===== src/rtl/alu_issue_sched.sv =====
// rtl/alu_issue_sched.sv - integer ALU issue scheduler with oldest-ready select
//
// Purpose:
//   Holds dispatched integer uops until both source operands are ready. Each
//   cycle it selects the oldest ready entry by sequence number and loads it
//   into a registered issue stage that feeds the single ALU port. The issue
//   register holds under writeback stall. A branch-mispredict flush removes
//   every uop younger than a given sequence number.
//
// Optional feature:
//   ALU_SCHED_PERF_EN - when defined, adds the OUT_perfIssued and
//   OUT_perfStallCycles 32-bit wrapping counters.
//
// Ports:
//   clk, rst                  clock, synchronous active-low reset
//   IN_enq*                   dispatch offer: sqN, source tags/ready bits, payload
//   OUT_enqReady              a free slot exists (registered count < DEPTH)
//   IN_wakeValid/Tag          writeback-bus wakeup
//   IN_zcFwdValid/Tag         ALU zero-cycle forward wakeup
//   IN_wbStall                hold the issue register; no select this cycle
//   IN_invalidate/SqN         flush uops younger than IN_invalidateSqN
//   OUT_issueValid/SqN/Payload  issue register contents
//   OUT_count                 number of occupied entries
//   OUT_perfIssued            (ALU_SCHED_PERF_EN) valid uops loaded into issue
//   OUT_perfStallCycles       (ALU_SCHED_PERF_EN) cycles stalled with a valid issue

module alu_issue_sched #(
    parameter int DEPTH     = 8,
    parameter int TAG_W     = 7,
    parameter int SQN_W     = 7,
    parameter int PAYLOAD_W = 64
) (
    input  logic                    clk,
    input  logic                    rst,
    input  logic                    IN_enqValid,
    input  logic [SQN_W-1:0]        IN_enqSqN,
    input  logic [TAG_W-1:0]        IN_enqTagA,
    input  logic                    IN_enqRdyA,
    input  logic [TAG_W-1:0]        IN_enqTagB,
    input  logic                    IN_enqRdyB,
    input  logic [PAYLOAD_W-1:0]    IN_enqPayload,
    output logic                    OUT_enqReady,
    input  logic                    IN_wakeValid,
    input  logic [TAG_W-1:0]        IN_wakeTag,
    input  logic                    IN_zcFwdValid,
    input  logic [TAG_W-1:0]        IN_zcFwdTag,
    input  logic                    IN_wbStall,
    input  logic                    IN_invalidate,
    input  logic [SQN_W-1:0]        IN_invalidateSqN,
    output logic                    OUT_issueValid,
    output logic [SQN_W-1:0]        OUT_issueSqN,
    output logic [PAYLOAD_W-1:0]    OUT_issuePayload,
    output logic [$clog2(DEPTH):0]  OUT_count
`ifdef ALU_SCHED_PERF_EN
    ,
    output logic [31:0]             OUT_perfIssued,
    output logic [31:0]             OUT_perfStallCycles
`endif
);

    localparam int IDX_W = $clog2(DEPTH);
    localparam int CNT_W = IDX_W + 1;

    // a is younger than b: the wrapped difference is strictly positive.
    function automatic logic sqn_younger(input logic [SQN_W-1:0] a,
                                         input logic [SQN_W-1:0] b);
        logic [SQN_W-1:0] d;
        d = a - b;
        return (d != '0) && !d[SQN_W-1];
    endfunction

    // a is older than b: the wrapped difference is negative.
    function automatic logic sqn_older(input logic [SQN_W-1:0] a,
                                       input logic [SQN_W-1:0] b);
        logic [SQN_W-1:0] d;
        d = a - b;
        return d[SQN_W-1];
    endfunction

    // Tag 0 is the hardwired zero register and must never be woken by a bus.
    function automatic logic tag_wakes(input logic [TAG_W-1:0] tag,
                                       input logic             wv,
                                       input logic [TAG_W-1:0] wt,
                                       input logic             zv,
                                       input logic [TAG_W-1:0] zt);
        return (tag != '0) && ((wv && (tag == wt)) || (zv && (tag == zt)));
    endfunction

    // Entry storage
    logic [DEPTH-1:0]     valid_q, valid_d;
    logic [DEPTH-1:0]     rdy_a_q, rdy_a_d;
    logic [DEPTH-1:0]     rdy_b_q, rdy_b_d;
    logic [SQN_W-1:0]     sqn_q     [DEPTH];
    logic [SQN_W-1:0]     sqn_d     [DEPTH];
    logic [TAG_W-1:0]     tag_a_q   [DEPTH];
    logic [TAG_W-1:0]     tag_a_d   [DEPTH];
    logic [TAG_W-1:0]     tag_b_q   [DEPTH];
    logic [TAG_W-1:0]     tag_b_d   [DEPTH];
    logic [PAYLOAD_W-1:0] payload_q [DEPTH];
    logic [PAYLOAD_W-1:0] payload_d [DEPTH];

    logic [CNT_W-1:0]     count_q, count_d;

    // Issue register
    logic                 issue_valid_q, issue_valid_d;
    logic [SQN_W-1:0]     issue_sqn_q, issue_sqn_d;
    logic [PAYLOAD_W-1:0] issue_payload_q, issue_payload_d;

    // Select / allocate
    logic                 sel_found;
    logic [IDX_W-1:0]     sel_idx;
    logic [IDX_W-1:0]     free_idx;
    logic                 enq_accept;

    assign OUT_enqReady     = (count_q < CNT_W'(DEPTH));
    assign OUT_count        = count_q;
    assign OUT_issueValid   = issue_valid_q;
    assign OUT_issueSqN     = issue_sqn_q;
    assign OUT_issuePayload = issue_payload_q;

    // Oldest ready entry. Only registered ready bits are used, so a wakeup
    // seen this cycle becomes selectable one cycle later.
    always_comb begin
        sel_found = 1'b0;
        sel_idx   = '0;
        for (int i = 0; i < DEPTH; i++) begin
            if (valid_q[i] && rdy_a_q[i] && rdy_b_q[i]) begin
                if (!sel_found || sqn_older(sqn_q[i], sqn_q[sel_idx])) begin
                    sel_found = 1'b1;
                    sel_idx   = IDX_W'(i);
                end
            end
        end
    end

    // Lowest-index free slot; scanning downward leaves the lowest one last.
    // Only meaningful when OUT_enqReady is high.
    always_comb begin
        free_idx = '0;
        for (int i = DEPTH - 1; i >= 0; i--) begin
            if (!valid_q[i]) begin
                free_idx = IDX_W'(i);
            end
        end
    end

    always_comb begin
        valid_d         = valid_q;
        rdy_a_d         = rdy_a_q;
        rdy_b_d         = rdy_b_q;
        sqn_d           = sqn_q;
        tag_a_d         = tag_a_q;
        tag_b_d         = tag_b_q;
        payload_d       = payload_q;
        issue_valid_d   = issue_valid_q;
        issue_sqn_d     = issue_sqn_q;
        issue_payload_d = issue_payload_q;
        count_d         = '0;

        enq_accept = IN_enqValid && OUT_enqReady &&
                     !(IN_invalidate && sqn_younger(IN_enqSqN, IN_invalidateSqN));

        // Wakeup of resident entries
        for (int i = 0; i < DEPTH; i++) begin
            if (tag_wakes(tag_a_q[i], IN_wakeValid, IN_wakeTag, IN_zcFwdValid, IN_zcFwdTag)) begin
                rdy_a_d[i] = 1'b1;
            end
            if (tag_wakes(tag_b_q[i], IN_wakeValid, IN_wakeTag, IN_zcFwdValid, IN_zcFwdTag)) begin
                rdy_b_d[i] = 1'b1;
            end
        end

        // A flush reaches into the issue register even while it is stalled.
        if (IN_invalidate && issue_valid_q && sqn_younger(issue_sqn_q, IN_invalidateSqN)) begin
            issue_valid_d = 1'b0;
        end

        if (!IN_wbStall) begin
            issue_valid_d = 1'b0;
            if (sel_found) begin
                valid_d[sel_idx] = 1'b0;
                // A selected uop that is being flushed is freed but not issued.
                if (!(IN_invalidate && sqn_younger(sqn_q[sel_idx], IN_invalidateSqN))) begin
                    issue_valid_d   = 1'b1;
                    issue_sqn_d     = sqn_q[sel_idx];
                    issue_payload_d = payload_q[sel_idx];
                end
            end
        end

        if (IN_invalidate) begin
            for (int i = 0; i < DEPTH; i++) begin
                if (valid_q[i] && sqn_younger(sqn_q[i], IN_invalidateSqN)) begin
                    valid_d[i] = 1'b0;
                end
            end
        end

        // The incoming uop also snoops this cycle's wakeup buses.
        if (enq_accept) begin
            valid_d[free_idx]   = 1'b1;
            sqn_d[free_idx]     = IN_enqSqN;
            tag_a_d[free_idx]   = IN_enqTagA;
            tag_b_d[free_idx]   = IN_enqTagB;
            payload_d[free_idx] = IN_enqPayload;
            rdy_a_d[free_idx]   = IN_enqRdyA ||
                tag_wakes(IN_enqTagA, IN_wakeValid, IN_wakeTag, IN_zcFwdValid, IN_zcFwdTag);
            rdy_b_d[free_idx]   = IN_enqRdyB ||
                tag_wakes(IN_enqTagB, IN_wakeValid, IN_wakeTag, IN_zcFwdValid, IN_zcFwdTag);
        end

        // Occupancy is recomputed from the next valid vector, which folds in
        // enqueue, issue and flush in one place.
        for (int i = 0; i < DEPTH; i++) begin
            count_d = count_d + CNT_W'(valid_d[i]);
        end
    end

    always_ff @(posedge clk) begin
        if (!rst) begin
            valid_q       <= '0;
            rdy_a_q       <= '0;
            rdy_b_q       <= '0;
            count_q       <= '0;
            issue_valid_q <= 1'b0;
        end else begin
            valid_q       <= valid_d;
            rdy_a_q       <= rdy_a_d;
            rdy_b_q       <= rdy_b_d;
            count_q       <= count_d;
            issue_valid_q <= issue_valid_d;
        end
    end

    // Data fields are qualified by the valid bits and need no reset.
    always_ff @(posedge clk) begin
        sqn_q           <= sqn_d;
        tag_a_q         <= tag_a_d;
        tag_b_q         <= tag_b_d;
        payload_q       <= payload_d;
        issue_sqn_q     <= issue_sqn_d;
        issue_payload_q <= issue_payload_d;
    end

`ifdef ALU_SCHED_PERF_EN
    logic [31:0] perf_issued_q;
    logic [31:0] perf_stall_q;

    // When not stalled, issue_valid_d is high exactly when a uop is loaded.
    always_ff @(posedge clk) begin
        if (!rst) begin
            perf_issued_q <= '0;
            perf_stall_q  <= '0;
        end else begin
            if (!IN_wbStall && issue_valid_d) begin
                perf_issued_q <= perf_issued_q + 32'd1;
            end
            if (IN_wbStall && issue_valid_q) begin
                perf_stall_q <= perf_stall_q + 32'd1;
            end
        end
    end

    assign OUT_perfIssued      = perf_issued_q;
    assign OUT_perfStallCycles = perf_stall_q;
`endif

endmodule


===== config.mk =====
export PLATFORM = sky130hd
export DESIGN_NAME = alu_issue_sched
export DESIGN_NICKNAME = d
export VERILOG_FILES = /design/src/rtl/alu_issue_sched.sv
export SDC_FILE = /design/constraint.sdc
export NUM_CORES = 1
export LEC_CHECK = 0
export ABC_AREA = 1
export CORE_ASPECT_RATIO = 1.2
export CORE_UTILIZATION = 55
export CTS_BUF_LIST = sky130_fd_sc_hd__clkbuf_8
export DETAILED_ROUTE_END_ITERATION = 8
export PLACE_DENSITY_LB_ADDON = 0.05
export SYNTH_ARGS = -nofsm -noshare
export SYNTH_HDL_FRONTEND = slang
export SYNTH_SLANG_ARGS = --single-unit

===== constraint.sdc =====
create_clock -name clk -period 15.7 [get_ports clk]
set_input_delay 4.71 -clock clk [delete_from_list [all_inputs] [get_ports clk]]
set_output_delay 4.71 -clock clk [all_outputs]
set_load 0.05 [all_outputs]

======== Word-level counts from Yosys, hierarchy flattened ========
Index checks and enable logic that the tools add are counted.
W data, S select, Z words.
word-level totals
  bits in registers ....................... 780
  bits in latches ......................... 0
  bits in writable memories ............... 0
  bits in read-only memories .............. 0
  input bits .............................. 115
  output and inout bits ................... 77
  word-level logic and storage cells ...... 411
  memories kept ........................... 0
cells by class
  add/sub/neg operators ................... 25
  multiply operators ...................... 0
  div/mod/pow operators ................... 0
  magnitude comparators ................... 14
  eq/ne operators ......................... 37
  shift-type cells ........................ 0
  muxes and demuxes ....................... 109
  bitwise logic cells ..................... 13
  reduce and logical (&&, ||, !) cells .... 174
operators with widths
  cell                  number
  $bwmux W512           1
  $eq A7 B7 Y1          36
  $reduce_bool A7 Y1    29
  $bmux W64 S3          1
  $demux W64 S3         1
  $mux W64              3
  $bwmux W56            3
  $bmux W7 S3           7
  $sub A7 B7 Y7         18
  $mux W7               15
  $logic_and A1 B1 Y1   98
  $mux W3               20
  $mux W8               6
  $mux W1               47
  $ge A4 B4 Y1 const B  8
  $not A3 Y4            8
  $logic_or A1 B1 Y1    27
  $demux W7 S3          1
  $logic_not A1 Y1      19
  $add A4 B1 Y4         4
  $bwmux W8             2
  $and A8 B8 Y8         1
  $lt A3 B4 Y1 const B  2
  $not A8 Y8            1
  11 further kinds      14

======== Longest topological paths before layout ========
  depth in word-level cells ............... 74
  depth in mapped cells ................... 114
  depth with buffers taken out ............ 108

======== Worst setup path after synthesis ========
Ideal clock, no wire load.
  path kind ............................... flip-flop to flip-flop
  start ................................... reg sqn_q[47] in the netlist's numbering
  end ..................................... reg issue_payload_q[0], in the netlist OUT_issuePayload[0], enable pin
  library setup time ...................... 0.425 ns
  arrival ................................. 14.921 ns
  data required time ...................... 15.275 ns
  path slack .............................. 0.354 ns
  cell stages (with the launch flop) ...... 106
  buffers on the path ..................... 9
  period minus slack after synthesis ...... 15.346 ns
  path through ............................ edfxtp_1 > ha_1 > nand2_1 > inv_1 > a21oi_1 > nand2_1 > nand2_1 > nand3_2 > nand2_4 > clkbuf_1 > nand2_1 > o21ai_0 > ha_1 > a21oi_1 > nor2_1 > a211oi_1 > nand2_1 > nand2_1 > [70 not listed] > nand2_8 > inv_4 > buf_6 > buf_4 > a21oi_1 > a221oi_2 > ha_1 > a21oi_1 > inv_1 > a21oi_1 > o21bai_1 > a21oi_1 > o21bai_1 > xnor2_1 > o21ai_0 > nand3_1 > nand2_1 > inv_1
on the way
  cells in the longest elaborated chain, start to end .. 62
  elaborated cells between the ends (all ways) .. 83
  those cells by class .................... 8 x add/sub; 49 x mux; 8 x bitwise; 18 x reduce/logical
RTL lines
  element                                                 line  RTL
  from (decl)                                             93    logic [SQN_W-1:0] sqn_q [DEPTH];
  from (signal assigned)                                  237   sqn_q <= sqn_d;
  $sub A7 B7 Y7                                           76    d = a - b;
  $logic_or A1 B1 Y1                                      128   if (!sel_found || sqn_older(sqn_q[i], sqn_q[sel_idx])) begin
  $mux W1                                                 128
  $mux W1                                                 127   if (valid_q[i] && rdy_a_q[i] && rdy_b_q[i]) begin
  $not A3 Y4 (not written as such)                        128
  $bmux W7 S3                                             128
  $mux W7 (not written as such) (2 in a row)              128
  $sub A7 B7 Y7                                           76
  [44 not listed]                                         --
  $bmux W7 S3                                             183   if (!(IN_invalidate && sqn_younger(sqn_q[sel_idx], IN_invalidateSqN))) begin
  $mux W7 (not written as such) (2 in a row)              183
  $sub A7 B7 Y7                                           68    d = a - b;
  $reduce_bool A7 Y1 or $logic_not A1 Y1 (tied branches)  69    return (d != '0) && !d[SQN_W-1];
  $logic_and A1 B1 Y1                                     69
  $logic_and A1 B1 Y1                                     183
  $not A1 Y1 (no line)                                    --
  $reduce_and A3 Y1 (no line) *                           --
  to (signal assigned)                                    242   issue_payload_q <= issue_payload_d;
  to (decl)                                               107   logic [PAYLOAD_W-1:0] issue_payload_q, issue_payload_d;
Mark *: on every way between the ends. The rest lies on a longest branch, timed or not. The select of a mux whose other input is x is not followed.
A chain may end at the register's enable or synchronous reset.

======== Worst setup path after layout ========
  start ................................... reg sqn_q[43] in the netlist's numbering
  end ..................................... reg count_q[2], in the netlist OUT_count[2]
on the way
  cells in the longest elaborated chain, start to end .. 71
  elaborated cells between the ends (all ways) .. 104
  those cells by class .................... 15 x add/sub; 2 x order compare; 60 x mux; 9 x bitwise; 18 x reduce/logical
RTL lines
  element                                     line  RTL
  $sub A7 B7 Y7                               76
  $logic_or A1 B1 Y1                          128
  $mux W1                                     128
  $mux W1                                     127
  $not A3 Y4 (not written as such)            128
  $bmux W7 S3                                 128
  $mux W7 (not written as such) (2 in a row)  128
  $sub A7 B7 Y7                               76
  [52 not listed]                             --
  $mux W8 *                                   191   if (IN_invalidate) begin
  $or A8 B8 Y8 (no line)                      --
  $mux W8 *                                   200   if (enq_accept) begin
  named net valid_d[0]                        90    logic [DEPTH-1:0] valid_q, valid_d;
  $add A1 B1 Y2 *                             215   count_d = count_d + CNT_W'(valid_d[i]);
  $add A2 B1 Y3 *                             215
  $add A3 B1 Y4 *                             215
  $add A4 B1 Y4 * (4 in a row)                215
  to (signal assigned)                        230   count_q <= count_d;
  to (decl)                                   102   logic [CNT_W-1:0] count_q, count_d;
Mark *: on every way through the listed nets, which the timed path passes. The rest lies on a longest branch. The select of a mux whose other input is x is not followed.

==> results.cfg <==
[place]
dp_hpwl_um = 63900
placed_area_sq_um = 39400
portBuffers = 191
dp.cells = 4252
pre_cts_ws_ns = 0.126
gp_congestion = 0.941

[power_and_ir_drop]
power.switching_uw = 996
powerDensity_nw_per_um2 = 99.7
ir_worst_vdd_mv = 0.0799
seq_power_share_pct = 56.1
p_int_uw = 3170
power_switching_share_pct = 23.9
p_leak_uw = 0.0151
p_comb_share_pct = 7.3
pwr-share-clk_pct = 36.6

[synthesis]
synth-edff-count = 751
synth-async-reset-ratio_pct = 0
yosysSeqAreaShare_pct = 63.1
mappedNetlistArea_sq_um = 36600
synth_seq_cells = 780
ys.flop_type = edfxtp_1
yosys.cell_types.count = 54
ys_warn_count = 0
synth_area_per_cell_sq_um = 11.2
synthCells = 3270
syn_nets = 3493

[critical_path]
critPathLaunchType = flop
cpMostUsedCell = nand2_1
cp.required_ns = 16.29
cp.arrival_ns = 15.16
rr_worst_depth = 95
cp_max_fo = 18
max_stage_delay_ns = 0.56
path_class = flop to flop
end_kind = flop
slowest_stage = edfxtp_1

[sta]
slew_violations = 0
slew_headroom_pct = 23.7
final.period_utilization_pct = 92.8
fmax_mhz = 68.6
tightest_slew_ns = 1.14
skew_ns = 0.0537
finalSetupViolations = 0
fin_ws_ns = 1.13
timing.final.crit_period_ns = 14.57
hold_violations = 0

[clock_network]
cts_max_path_buffers = 3
cts-htree-levels = 3
clock_sinks = 780
clk_pin_slew_ns = 0.07
cts_root_buffer = clkbuf_8
numCtsBuffers = 112
hold_buffers = 0
cts_tree = yes
clk_latency_ns = 0.77

[global_routing]
antenna_found_initial = 10
grt_max_degree = 97
overflow = 0
grtUsageTotal_pct = 31.1
grt_pass1_vias = 26100
grt_pass1_wl_um = 157000

[cells_and_area]
final_area_sq_um = 41800
post_layout_nonfiller_instances = 4479
fin_nets = 3714
post-route-util_pct = 63.5
drive_gt1_share_pct = 7.59
nFillCells = 5119
syn_to_final_growth_pct = 14.0

[floorplanning]
core_sq_um = 65900
start_util_pct = 55.6
die-width_um = 238
rows = 103
ios = 192
fp.dieArea_sq_um = 67700
die_h_um = 285

[detailed_routing]
drtAntennaViolNets = 0
dr.pass1.iters = 6
vias_per_cell = 6.02
post-route-drc-count = 0
post_drt_wl_per_cell_um = 23.9
wirelength_um = 107000
vias = 27000
drt_iter0_drc = 2922

[min_path]
min_path_type = flop to flop
hold_depth = 2

[run_status]
outcome = completed

[run]
max_cap_violations = 0
==> cells in the final DEF (no fill, tap or decap), types with 51 or more instances in the layout <==
master           Yosys  routed
nand3_1             83      83
o21ai_1             86      87
nand2_1            354     353
edfxtp_1           751     751
xnor2_1             51      51
ha_1               104     104
a21oi_1            121     118
clkdlybuf4s50_1      0     191
clkbuf_8             0     112
buf_4                8      58
nor2_1             526     522
inv_1              242     263
o2111ai_1           95      95
xor2_1              69      69
o21ai_0            267     266
==> cells by family (layout without fill, tap and decap cells) <==
family / count (synthesis) / in the layout / share of synthesized area [%]
compound gates: 799 / 799 / 13.6
xor+xnor: 120 / 120 / 2.87
fa+ha+maj: 108 / 108 / 3.77
buf+inv: 407 / 717 / 4.64
flops: 780 / 780 / 63.1
other cells: 0 / 5 / 0
simple gates: 1056 / 1058 / 12.0
==> critical path: cells and delay by family (launching register included) <==
kind            cells  cell delay [ns]
simple gates       52             5.29
fa+ha+maj          12             4.19
xor+xnor            1             0.15
flops               1             0.56
compound gates     18             2.93
buf+inv            12             1.30
==> sequential cells by signal, summed over array words and instances (netlist names), 8 cells and up <==
signal,flops
tag_a_q,56
payload_q,512
tag_b_q,56
valid_q,8
rdy_a_q,8
sqn_q,56
OUT_issuePayload,64
rdy_b_q,8
==> per-layer routing <==
| metal | vias to the layer above | routed length, um | part of all wire [%] | track usage [%] |
|---|---|---|---|---|
| met5 | - | 51 | 0.048 | 0 |
| met4 | 8 | 4570 | 4.3 | 14.9 |
| met3 | 293 | 8840 | 8.3 | 5.38 |
| met2 | 1377 | 51000 | 48 | 51.0 |
| met1 | 13000 | 42700 | 40 | 40.4 |
| li1 | 12300 | - | - | - |
==> power groups by stage <==
stage | Sequential [uW] | Combinational, uW | Clock (uW)
after floorplan | 2380 | 161 | 0
after global placement | 2380 | 288 | 0
after detailed placement | 2380 | 295 | 0
after CTS | 2340 | 297 | 1550
after global routing | 2340 | 327 | 1640
final | 2340 | 303 | 1530
==> Yosys cell counts (all sizes together), types with 3 or more instances <==
cell type    n  area (sq um)
o41ai       14           123
o21bai      14           105
xnor2       51           447
o211ai      44           330
a32o         6          60.1
o22ai       44           275
inv        257           970
a21oi      121           606
ha         104          1300
nand2      369          1490
buf         70           430
a22oi        5          37.5
nor4        15          93.8
a221oi      12           118
xor2        69           604
a21o        18           135
nor2       530          2030
clkbuf      78           293
dfxtp       29           581
edfxtp     751         22600
a211oi      17           133
o221ai      15           131
nand3       90           485
o311ai       3          26.3
fa           4          80.1
o2111ai     95           832
o21ai      354          1780
nand4       23           144
nor3        20           100
a31oi       12          75.1
a2111oi     18           158
or2          7          43.8
==> area by class of cell <==
type / count / area [sq um] / share of cell area, %
inverters: 259 / 1000 / 2.39
multi-input cells: 2085 / 12000 / 28.7
clock inverters: 93 / 561 / 1.34
repair buffers: 253 / 2420 / 5.80
well taps: 892 / 1120 / 2.67
clock buffers: 112 / 1540 / 3.69
diodes: 5 / 12.5 / 0.0299
flip-flops and latches: 780 / 23100 / 55.3
==> stage by stage <==
step,total power [uW],hold WS [ns],setup TNS (ns)
floorplan,2540,0.438,0
detailed placement,2670,0.471,0
global route,4300,0.507,-2.35
finish,4170,0.479,0
global placement,2670,0.464,0
CTS,4190,0.479,0
==> path summary, 6_finish.rpt <==
path                            startpoint            to  slack, ns
worst max register to register   sqn_q[43]  OUT_count[2]       1.13
worst max-delay path             sqn_q[43]  OUT_count[2]       1.13
worst min-delay path            rdy_a_q[4]    rdy_a_q[4]       0.48
worst min register to register  rdy_a_q[4]    rdy_a_q[4]       0.48
==> repair_timing <==
| item | CTS | global route |
|---|---|---|
| buffers inserted | 0 | 14 |
| resized for setup | 0 | 27 |
| hold endpoints to repair | 0 | 0 |
| setup endpoints to repair | 0 | 130 |
No activity file was read; power rests on OpenSTA's default activity.
